===== src/rtl/stage_memory_access.sv =====
// Memory-access pipeline stage: registers execute results, runs loads/stores over a valid/ready
// data port with lane steering and load extension, and keeps the LL/SC link bit.
module stage_memory_access #(
  parameter int unsigned AW = 32,
  parameter int unsigned DW = 32
) (
  input  logic          clk,
  input  logic          reset,
  input  logic          stall,
  input  logic          bubble,
  input  logic          nullify,
  input  logic          llbit_clear,
  input  logic          in_valid,
  input  logic [3:0]    in_mem_op,
  input  logic [31:0]   in_mem_addr,
  input  logic [DW-1:0] in_store_data,
  input  logic [4:0]    in_dest_reg,
  input  logic [DW-1:0] in_dest_reg_data,
  input  logic          in_write_reg,
  input  logic [31:0]   in_pc,
  output logic          dmem_req,
  output logic          dmem_we,
  output logic [AW-1:0] dmem_addr,
  output logic [3:0]    dmem_be,
  output logic [DW-1:0] dmem_wdata,
  input  logic          dmem_ready,
  input  logic          dmem_rvalid,
  input  logic [DW-1:0] dmem_rdata,
  output logic          wait_mem,
  output logic          out_valid,
  output logic          out_write_reg,
  output logic [4:0]    out_dest_reg,
  output logic [DW-1:0] out_dest_reg_data,
  output logic [31:0]   out_pc,
  output logic          llbit,
  output logic          exc_adel,
  output logic          exc_ades,
  output logic [31:0]   exc_badvaddr
);

  localparam logic [3:0] OpLb = 4'd1, OpLbu = 4'd2, OpLh = 4'd3, OpLhu = 4'd4, OpLw = 4'd5;
  localparam logic [3:0] OpSb = 4'd6, OpSh = 4'd7, OpSw = 4'd8, OpLl = 4'd9, OpSc = 4'd10;

  typedef enum logic [1:0] {StIdle, StReq, StResp, StDrain} state_e;

  function automatic logic op_is_load(input logic [3:0] op);
    return (op inside {OpLb, OpLbu, OpLh, OpLhu, OpLw, OpLl});
  endfunction

  function automatic logic op_is_store(input logic [3:0] op);
    return (op inside {OpSb, OpSh, OpSw, OpSc});
  endfunction

  function automatic logic op_misaligned(input logic [3:0] op, input logic [1:0] a);
    if (op inside {OpLh, OpLhu, OpSh}) return a[0];
    if (op inside {OpLw, OpLl, OpSw, OpSc}) return |a;
    return 1'b0;
  endfunction

  state_e        state_q, state_d;
  logic          valid_q, done_q, done_d, llbit_q, llbit_d, sc_success_q, write_reg_q;
  logic [3:0]    op_q;
  logic [31:0]   addr_q, pc_q;
  logic [DW-1:0] store_q, dest_data_q, load_data_q, load_data_d, load_fmt;
  logic [4:0]    dest_q;
  logic          is_load, is_store, misaligned, fault, kill, hold, capture, start, ll_set;
  logic [7:0]    ld_byte;
  logic [15:0]   ld_half;

  assign is_load    = op_is_load(op_q);
  assign is_store   = op_is_store(op_q);
  assign misaligned = op_misaligned(op_q, addr_q[1:0]);
  assign fault      = valid_q & (is_load | is_store) & misaligned;
  assign wait_mem   = (valid_q & (is_load | is_store) & ~misaligned & ~done_q) |
                      (state_q == StDrain);
  assign kill       = nullify | bubble;
  assign hold       = stall | wait_mem;
  assign capture    = ~kill & ~hold;
  // A failed SC never starts a memory transaction.
  assign start      = capture & in_valid & (op_is_load(in_mem_op) | op_is_store(in_mem_op)) &
                      ~op_misaligned(in_mem_op, in_mem_addr[1:0]) &
                      ((in_mem_op != OpSc) | llbit_q);

  assign ld_byte = dmem_rdata[{addr_q[1:0], 3'b000} +: 8];
  assign ld_half = dmem_rdata[{addr_q[1], 4'b0000} +: 16];

  always_comb begin
    load_fmt = dmem_rdata;
    unique case (op_q)
      OpLb:    load_fmt = {{24{ld_byte[7]}}, ld_byte};
      OpLbu:   load_fmt = {24'b0, ld_byte};
      OpLh:    load_fmt = {{16{ld_half[15]}}, ld_half};
      OpLhu:   load_fmt = {16'b0, ld_half};
      default: load_fmt = dmem_rdata;
    endcase
  end

  always_comb begin
    state_d     = state_q;
    done_d      = done_q;
    load_data_d = load_data_q;
    ll_set      = 1'b0;
    unique case (state_q)
      StIdle: if (start) state_d = StReq;
      StReq: begin
        if (kill) begin
          // An accepted load still owes a response that must be swallowed.
          state_d = (dmem_ready & is_load & ~dmem_rvalid) ? StDrain : StIdle;
        end else if (dmem_ready) begin
          if (is_store) begin
            state_d = StIdle;
            done_d  = 1'b1;
          end else if (dmem_rvalid) begin
            state_d     = StIdle;
            done_d      = 1'b1;
            load_data_d = load_fmt;
            ll_set      = (op_q == OpLl);
          end else begin
            state_d = StResp;
          end
        end
      end
      StResp: begin
        if (kill) begin
          state_d = dmem_rvalid ? StIdle : StDrain;
        end else if (dmem_rvalid) begin
          state_d     = StIdle;
          done_d      = 1'b1;
          load_data_d = load_fmt;
          ll_set      = (op_q == OpLl);
        end
      end
      StDrain: if (dmem_rvalid) state_d = StIdle;
      default: state_d = StIdle;
    endcase
    if (capture) done_d = in_valid & (in_mem_op == OpSc) & ~llbit_q;

    llbit_d = llbit_q;
    if (ll_set) llbit_d = 1'b1;
    if (capture & in_valid & (in_mem_op == OpSc)) llbit_d = 1'b0;
    if (llbit_clear) llbit_d = 1'b0;
  end

  always_ff @(posedge clk) begin
    if (!reset) begin
      state_q      <= StIdle;
      valid_q      <= 1'b0;
      done_q       <= 1'b0;
      llbit_q      <= 1'b0;
      load_data_q  <= '0;
      sc_success_q <= 1'b0;
      write_reg_q  <= 1'b0;
      op_q         <= '0;
      addr_q       <= '0;
      pc_q         <= '0;
      store_q      <= '0;
      dest_data_q  <= '0;
      dest_q       <= '0;
    end else begin
      state_q     <= state_d;
      done_q      <= done_d;
      llbit_q     <= llbit_d;
      load_data_q <= load_data_d;
      if (kill) begin
        valid_q <= 1'b0;
      end else if (!hold) begin
        valid_q      <= in_valid;
        op_q         <= in_mem_op;
        addr_q       <= in_mem_addr;
        store_q      <= in_store_data;
        dest_q       <= in_dest_reg;
        dest_data_q  <= in_dest_reg_data;
        write_reg_q  <= in_write_reg;
        pc_q         <= in_pc;
        sc_success_q <= llbit_q;
      end
    end
  end

  always_comb begin
    dmem_be    = 4'b0000;
    dmem_wdata = store_q;
    unique case (op_q)
      OpSb: begin
        dmem_be    = 4'b0001 << addr_q[1:0];
        dmem_wdata = {4{store_q[7:0]}};
      end
      OpSh: begin
        dmem_be    = 4'b0011 << addr_q[1:0];
        dmem_wdata = {2{store_q[15:0]}};
      end
      default: dmem_be = (is_load | is_store) ? 4'b1111 : 4'b0000;
    endcase
  end

  assign dmem_req  = (state_q == StReq);
  assign dmem_we   = is_store;
  assign dmem_addr = {addr_q[AW-1:2], 2'b00};

  assign out_valid         = valid_q & ~wait_mem;
  assign out_write_reg     = out_valid & write_reg_q & ~fault;
  assign out_dest_reg      = dest_q;
  assign out_pc            = pc_q;
  assign out_dest_reg_data = is_load ? load_data_q :
                             (op_q == OpSc) ? {{(DW-1){1'b0}}, sc_success_q} : dest_data_q;
  assign llbit             = llbit_q;
  assign exc_adel          = fault & is_load;
  assign exc_ades          = fault & is_store;
  assign exc_badvaddr      = addr_q;

endmodule


===== config.mk =====
export PLATFORM = sky130hd
export DESIGN_NAME = stage_memory_access
export DESIGN_NICKNAME = d
export VERILOG_FILES = /design/src/rtl/stage_memory_access.sv
export SDC_FILE = /design/constraint.sdc
export NUM_CORES = 1
export LEC_CHECK = 0
export BUFFER_PORTS_ARGS = -buffer_cell sky130_fd_sc_hd__buf_2
export CAP_MARGIN = 5
export CORE_MARGIN = 5
export CORE_UTILIZATION = 50
export CTS_BUF_LIST = sky130_fd_sc_hd__clkbuf_16
export DETAILED_ROUTE_END_ITERATION = 10
export GPL_TIMING_DRIVEN = 0
export PLACE_DENSITY = 0.82
export SYNTH_ARGS = -nofsm -noshare
export SYNTH_HDL_FRONTEND = slang
export SYNTH_SLANG_ARGS = --single-unit
export TNS_END_PERCENT = 50

===== constraint.sdc =====
create_clock -name clk -period 4.1 [get_ports clk]
set_input_delay 0.82 -clock clk [delete_from_list [all_inputs] [get_ports clk]]
set_output_delay 0.82 -clock clk [all_outputs]
set_load 0.02 [all_outputs]

==> results of run 1 <==
-- worst max-delay path, stage by stage (launching register included) --
cell	delay, ns
dfxtp_1	0.32
buf_4	0.18
or3b_2	0.52
o21ai_1	0.24
clkbuf_1	0.45
clkbuf_1	0.42
nand2_1	0.12
o21ai_0	0.11
buf_2	0.21
-- synthesized netlist by cell type (2+ instances only) --
cell | instances | share of area [%]
dfxtp_1 | 176 | 40
mux2i_1 | 161 | 18
nor2b_1 | 144 | 10
nand2_1 | 122 | 5.2
o21ai_0 | 77 | 4.4
buf_4 | 50 | 4.3
clkbuf_1 | 42 | 1.8
a21oi_1 | 31 | 1.8
mux2_2 | 22 | 2.8
nor2_1 | 19 | 0.81
a31oi_1 | 13 | 0.92
inv_1 | 13 | 0.55
nor3_1 | 10 | 0.57
buf_2 | 9 | 0.51
buf_6 | 6 | 0.77
nand3_1 | 6 | 0.34
ha_1 | 5 | 0.71
nand2b_1 | 4 | 0.28
o22ai_1 | 4 | 0.28
a221oi_1 | 3 | 0.30
and2_1 | 3 | 0.21
and3_1 | 3 | 0.21
nor3b_1 | 3 | 0.26
o21a_1 | 3 | 0.26
a21boi_1 | 2 | 0.17
and3b_1 | 2 | 0.20
buf_1 | 2 | 0.085
nand4_1 | 2 | 0.14
nor4_2 | 2 | 0.28
o21bai_1 | 2 | 0.17
o221a_2 | 2 | 0.26
or2_2 | 2 | 0.14
or3_1 | 2 | 0.14
-- path summary, 6_finish.rpt --
path | slack (ns) | cells past startpoint | start | end
setup / recovery | 0.30 | 8 | op_q[1]$_SDFFE_PN0N_ | out_dest_reg_data[20]
hold reg to reg | 0.48 | 2 | load_data_q[4]$_SDFFE_PN0P_ | load_data_q[4]$_SDFFE_PN0P_
hold / removal | 0.48 | 2 | load_data_q[4]$_SDFFE_PN0P_ | load_data_q[4]$_SDFFE_PN0P_
setup reg to reg | 1.34 | 8 | op_q[3]$_SDFFE_PN0N_ | load_data_q[25]$_SDFFE_PN0P_
-- power by group through the flow --
stage / Clock (mW) / Combinational, mW / Sequential [mW]
3_5_place_dp: 0 / 0.692 / 1.89
5_1_grt: 1.56 / 0.759 / 1.86
3_3_place_gp: 0 / 0.678 / 1.89
6_report: 1.47 / 0.696 / 1.85
2_1_floorplan: 0 / 0.413 / 1.90
4_1_cts: 1.48 / 0.695 / 1.85
-- routing by layer --
| layer | up-vias | global-route usage (%) |
|---|---|---|
| met3 | 57 | 7.87 |
| met2 | 378 | 44.7 |
| met1 | 3842 | 30.3 |
| met5 | - | 0 |
| li1 | 4007 | - |
| met4 | 2 | 10.2 |
-- per-stage QoR --
stage	setup slack, ns	cells	power (mW)	utilization, %
global route	0.155	1585	4.18	65.8
floorplan	1.37	973	2.32	-
finish	0.304	1587	4.02	65.8
global placement	0.753	1550	2.57	62.7
CTS	0.256	1582	4.03	65.7
detailed placement	0.716	1550	2.58	62.7
-- cell type report --
class                   count  share of cell area, %
inverters                  13                  0.429
clock inverters            15                  0.846
flip-flops and latches    176                   31.0
clock buffers              17                   3.74
diodes                      5                  0.110
plain buffers             110                   5.87
well taps                 225                   2.47
repair buffers            352                   15.5
multi-input cells         674                   40.1
-- kinds of logic after synthesis --
group           after synthesis  share of synthesized area, %
simple gates                328                          19.4
xor+xnor                      2                         0.199
buf+inv                     123                          8.14
flops                       176                          40.0
fa+ha+maj                     5                         0.711
mux                         183                          21.1
compound gates              154                          10.3
other cells                   1                        0.0426
==> impl_metrics.toml, run 1 <==
[clocking]
cts_buffers = 17
clock_sinks = 176
hold_buffers = 0
cts_buffer_depth = 2
htree_num_levels = 4
clock-root-buffer = "clkbuf_16"
cts_resized = 0
cts_tree = "done"
post_cts_buffers = 0
clk_latency_ns = 0.42
clk_pin_slew_worst_paths_ns = 0.06

[drt]
wl_met2_um = 13300
drt_iter0_markers = 457
wire_per_inst_um = 17.3
via_per_inst = 5.22
via_count = 8286
wl_met1_um = 10500
antenna_left = 0
met3WireLength_um = 2760
wl_um = 27400
drt_pre_antenna_iters = 5
top_layer_used = "met5"
route.detailed.drc = 0

[pwr]
combPwrFrac_pct = 17.3
vdd.ir_drop.worst_v = 0.000281
p_sw_share_pct = 28.6
p_switching_mw = 1.15
power_density_nw_per_um2 = 353
power_frac_clock_pct = 36.5
seqPwrFrac_pct = 46.2
total_leakage_power_nw = 5.07
p_int_mw = 2.87

[cells_and_area]
layout_commonest_cell = "buf_2"
syn_to_final_growth_pct = 29.3
nNetsFinal = 1528
n_fill_cell = 1444
final_area_um2 = 11400
final_cell_mix = "buf_2 (361), dfxtp_1 (176), mux2i_1 (161)"
multi_input_area_um2 = 4570
register_area_um2 = 3520
drive_gt1_share_pct = 35.4

[grt]
grt_pass1_wl_um = 42100
grt_pass1_vias = 8122
overflow = 0
antenna_found_initial = 4
grt_max_degree = 17
grt.total_usage_pct = 26.0

[timing]
maxSlewHeadroom_pct = 48.0
rsz0062_at_grt = "no"
max_freq_mhz = 263
fin_crit_ns = 3.80
slew_violations = 0
hold_ws_ns = 0.477
setup_tns_ns = 0
skew_ns = 0.0103
worst_pin_slew_ns = 0.780
fin_crit_sh_pct = 92.6
setup_viol = 0
hold_violations = 0

[floorplan]
fp-row-count = 48
core_area_um2 = 17300
die_area_um2 = 20400
ioPinCount = 356
dieWidth_um = 143
start_util_pct = 50.9
chipHeight_um = 143

[yosys]
synth_edf_count = 0
yosysWarnings = 0
synth_seq_cells = 176
yosysUniqueCellTypes = 58
netlist_instances = 972
synth-seq-area-share_pct = 40.0
synthesis.area_um2 = 8800
ys.flop_type = "dfxtp_1"
synthArstFlopShare_pct = 0
synth_area_per_cell_um2 = 9.06

[critical_path]
crit_path_start_kind = "register"
crit_type = "register to output port"
cp.arrival_ns = 2.98
worstSetupEndpointType = "output port"
path_max_fanout = 10
crit_required_ns = 3.28

[placed_design]
gp_congestion = 0.976
portBuffers = 352
hpwl_um = 21700
dpl_cell_area_um2 = 10800

[run]
drv_cap = 0

[run_status]
status = "complete, no violations"

[worst_hold_path]
hold_path_class = "register to register"
(Power assumes the default switching activity.)
==> run 2, diff against run 1 <==
RECOVER_POWER = 50   (was not set)
==> impl_metrics.toml, run 2 (synthesis gave the netlist of run 1 again) <==
[clocking]
cts_tree = "done"
cts_buffers = 17
post_cts_buffers = 0
clk_pin_slew_worst_paths_ns = 0.07
hold_buffers = 0
cts_resized = 0
cts_buffer_depth = 2
clock-root-buffer = "clkbuf_16"
clk_latency_ns = 0.42
clock_sinks = 176
htree_num_levels = 4

[timing]
rsz0062_at_grt = "no"
max_freq_mhz = 266
setup_viol = 0
setup_tns_ns = 0
hold_violations = 0
slew_violations = 0
fin_ws_ns = 0.341
fin_crit_sh_pct = 91.7
worst_pin_slew_ns = 0.819
maxSlewHeadroom_pct = 45.4
skew_ns = 0.00943
fin_crit_ns = 3.76

[cells_and_area]
final_cell_mix = "buf_2 (253), dfxtp_1 (176), mux2i_1 (161)"
syn_to_final_growth_pct = 27.1
drive_gt1_share_pct = 26.5
stdcell_count = 1588
n_fill_cell = 1514
layout_commonest_cell = "buf_2"
multi_input_area_um2 = 4550
nNetsFinal = 1528
register_area_um2 = 3520

[floorplan]
fp-row-count = 48
ioPinCount = 356
dieWidth_um = 143
core_area_um2 = 17300
chipHeight_um = 143
start_util_pct = 50.9
die_area_um2 = 20400

[critical_path]
cp.arrival_ns = 2.94
r2r_setup_slack_ns = 0.48
path_max_fanout = 10
cp_common_cell = "clkbuf_1"
crit_slowest_cell = "or3b_2"
crit_path_max_incr_delay_ns = 0.52
crit_path_start_kind = "register"
crit_type = "register to output port"
crit_required_ns = 3.28
crit_chain = "buf_4, or3b_2, o21ai_1, clkbuf_1, clkbuf_1, nand2_1, o21ai_0, buf_2"
worstSetupEndpointType = "output port"

[grt]
antenna_found_initial = 4
grt_pass1_wl_um = 42100
overflow = 0
grt_max_degree = 17
grt_pass1_vias = 8122
grt.total_usage_pct = 26.0

[drt]
top_layer_used = "met5"
drt_pre_antenna_iters = 5
route.detailed.drc = 0
via_per_inst = 5.18
wire_per_inst_um = 17.3
met3WireLength_um = 2750
antenna_left = 0
via_count = 8231
drt_iter0_markers = 546
wl_met1_um = 10600
wl_um = 27500
wl_met2_um = 13300

[placed_design]
placed_cells = 1550
portBuffers = 352
hpwl_um = 21700
preCtsSetupSlack_ns = 0.716
gp_congestion = 0.976

[pwr]
p_int_mw = 2.85
seqPwrFrac_pct = 46.3
power_density_nw_per_um2 = 358
combPwrFrac_pct = 17.0
total_leakage_power_nw = 4.56
p_sw_share_pct = 28.8
power_frac_clock_pct = 36.7
p_total_mw = 4.01
vdd.ir_drop.worst_v = 0.000280
p_switching_mw = 1.15

[run]
drv_cap = 0

[run_status]
status = "complete, no violations"

[worst_hold_path]
hold_path_class = "register to register"
run 2: metal layers:
layer / up-vias / track usage [%]
li1: 4011 / -
met1: 3774 / 30.3
met2: 389 / 44.7
met3: 55 / 7.87
met4: 2 / 10.2
met5: - / 0
run 2: worst paths after layout:
check	from	end	cells after the start
setup / recovery	op_q[1]$_SDFFE_PN0N_	out_dest_reg_data[20]	8
hold / removal	load_data_q[0]$_SDFFE_PN0P_	load_data_q[0]$_SDFFE_PN0P_	2
setup reg to reg	exc_badvaddr[0]$_SDFFE_PN0N_	exc_badvaddr[26]$_SDFFE_PN0N_	8
hold reg to reg	load_data_q[0]$_SDFFE_PN0P_	load_data_q[0]$_SDFFE_PN0P_	2
run 2: critical path, delay by kind of cell, from the launching register on:
family	cells	cell delay, ns
AOI/OAI and AO/OA	2	0.34
DFF	1	0.32
buffers and inverters	4	1.22
and+or+nand+nor	2	0.64
run 2: area by class of cell:
type | count | area share (%)
antenna | 6 | 0.134
buffer | 110 | 5.57
clock buffer | 17 | 3.80
clock inverter | 15 | 0.861
inverter | 13 | 0.436
multi-input combinational | 674 | 40.7
sequential | 176 | 31.5
tap | 225 | 2.52
timing repair buffer | 352 | 14.5
run 2: through the flow:
step	util, %	instance area (um2)	hold slack (ns)
after floorplan	-	8810	0.445
after global placement	62.7	10800	0.457
after detailed placement	62.7	10800	0.465
after CTS	65.7	11400	0.476
after global routing	64.6	11200	0.503
final	64.7	11200	0.483
run 2: power by group through the flow:
stage	registers, mW	clock network, mW	logic (mW)
after floorplan	1.90	0	0.413
after global placement	1.89	0	0.678
after detailed placement	1.89	0	0.692
after CTS	1.85	1.48	0.695
after global routing	1.86	1.56	0.745
final	1.86	1.47	0.681
==> run 3, diff against run 2 <==
BUFFER_PORTS_ARGS = -buffer_cell sky130_fd_sc_hd__clkbuf_2   (was -buffer_cell sky130_fd_sc_hd__buf_2)
==> impl_metrics.toml, run 3 (synthesis gave the netlist of run 1 again) <==
[run_status]
status = "complete, no violations"

[cells_and_area]
n_fill_cell = 1567
stdcell_count = 1582
syn_to_final_growth_pct = 27.5
n_antenna_cell = 0
layout_commonest_cell = "clkbuf_2"
final_cell_mix = "clkbuf_2 (243), dfxtp_1 (176), mux2i_1 (161), clkbuf_1 (161), nor2b_1 (144)"
drive_gt1_share_pct = 26.5
nNetsFinal = 1528

[drt]
drt_iter0_markers = 541
wl_met1_um = 10600
antenna_left = 0
drt_pre_antenna_iters = 5
via_count = 8171
wl_um = 27400
wire_per_inst_um = 17.3
route.detailed.drc = 0
met3WireLength_um = 2490
via_per_inst = 5.16
top_layer_used = "met4"
wl_met2_um = 13400

[grt]
grt_pass1_vias = 8085
overflow = 0
grt.total_usage_pct = 26.0
grt_max_degree = 17
antenna_found_initial = 0
grt_pass1_wl_um = 42000

[run]
drv_cap = 0

[timing]
maxSlewHeadroom_pct = 43.5
fin_crit_sh_pct = 94.5
worst_pin_slew_ns = 0.848
setup_viol = 0
hold_violations = 0
setup_tns_ns = 0
slew_violations = 0
skew_ns = 0.0138
max_freq_mhz = 258
rsz0062_at_grt = "no"
fin_crit_ns = 3.87

[placed_design]
gp_congestion = 0.977
hpwl_um = 21800
placed_cells = 1550
portBuffers = 352

[clocking]
clock_sinks = 176
cts_buffer_depth = 2
clk_latency_ns = 0.43
htree_num_levels = 4
clk_pin_slew_worst_paths_ns = 0.07
cts_tree = "done"
hold_buffers = 0
cts_resized = 0
clock-root-buffer = "clkbuf_16"
cts_buffers = 17
post_cts_buffers = 0

[worst_hold_path]
hold_depth = 2
hold_end = "load_data_q[1]$_SDFFE_PN0P_"
hold_path_class = "register to register"
min-delay-start = "load_data_q[1]$_SDFFE_PN0P_"

[pwr]
vdd.ir_drop.worst_v = 0.000280
power_density_nw_per_um2 = 367
total_leakage_power_nw = 4.55

[critical_path]
r2r_setup_slack_ns = 0.51
crit_path_start_kind = "register"
reg2reg_from = "exc_badvaddr[0]$_SDFFE_PN0N_"
r2r_end = "out_dest_reg[3]$_SDFFE_PN0N_"
crit_slowest_cell = "clkbuf_1"
path_max_fanout = 10
crit_path_max_incr_delay_ns = 0.48
cp.arrival_ns = 3.05
crit_type = "register to output port"
crit_chain = "buf_2, buf_2, xnor2_1, o21ai_0, clkbuf_1, clkbuf_1, nand2_1, o21ai_0, clkbuf_2"
worstSetupEndpointType = "output port"
reg2reg_depth = 8
crit_required_ns = 3.28

[floorplan]
ioPinCount = 356
die_area_um2 = 20400
chipHeight_um = 143
fp-row-count = 48
core_area_um2 = 17300
dieWidth_um = 143
start_util_pct = 50.9
==> run 3: cell types whose count changed in the layout (fill, tap and decap cells not counted), sizes merged <==
cell,previous run,this run
clkinvlp,2,4
inv,19,17
bufinv,0,2
clkbuf,178,421
clkinv,7,5
diode,6,0
buf,301,58
==> run 3: worst max path at each step <==
stage,from,endpoint,slack (ns),cells past startpoint
3_3_place_gp,op_q[2]$_SDFFE_PN0N_,out_dest_reg_data[18],0.74,9
2_1_floorplan,op_q[1]$_SDFFE_PN0N_,out_dest_reg_data[10],1.37,7
3_5_place_dp,op_q[2]$_SDFFE_PN0N_,out_dest_reg_data[18],0.71,9
5_1_grt,op_q[2]$_SDFFE_PN0N_,out_dest_reg_data[18],0.04,9
4_1_cts,op_q[2]$_SDFFE_PN0N_,out_dest_reg_data[18],0.24,9
6_report,op_q[2]$_SDFFE_PN0N_,out_dest_reg_data[20],0.23,9
==> run 3: stage by stage <==
stage          setup WS (ns)  hold WS [ns]  instance area, um2  power, mW  util, %
2_1_floorplan           1.37         0.445                8810       2.32        -
3_3_place_gp           0.738         0.457               10800       2.57     62.7
3_5_place_dp           0.707         0.466               10800       2.59     62.7
4_1_cts                0.245         0.480               11400       4.15     66.0
5_1_grt               0.0375         0.501               11200       4.30     64.9
6_report               0.226         0.477               11200       4.12     64.9
==> run 3: area by class of cell <==
class	count	area [um2]	share of cell area, %
multi-input combinational	674	4550	40.5
sequential	176	3520	31.4
timing repair buffer	352	1630	14.5
buffer	110	623	5.55
clock buffer	17	425	3.79
tap	225	282	2.51
clock inverter	15	145	1.29
inverter	13	48.8	0.435
==> run 3: layer usage <==
metal,vias up,GRT usage (%)
li1,4000,-
met1,3745,30.6
met2,370,45.5
met3,56,7.20
met4,0,8.85
met5,-,0
==> run 3: worst max-delay path: cells and delay by family (launching register included) <==
kind	cells	cell delay, ns
buf+inv	5	1.56
compound gates	2	0.54
flops	1	0.36
simple gates	1	0.11
xor+xnor	1	0.08
==> run 3: report_power, final <==
group	internal, mW	switching (mW)	total (mW)	leakage (nW)
clock	0.893	0.684	1.58	0.273
sequential	1.80	0.0561	1.86	1.43
combinational	0.282	0.401	0.683	2.85
total	2.98	1.14	4.12	4.55
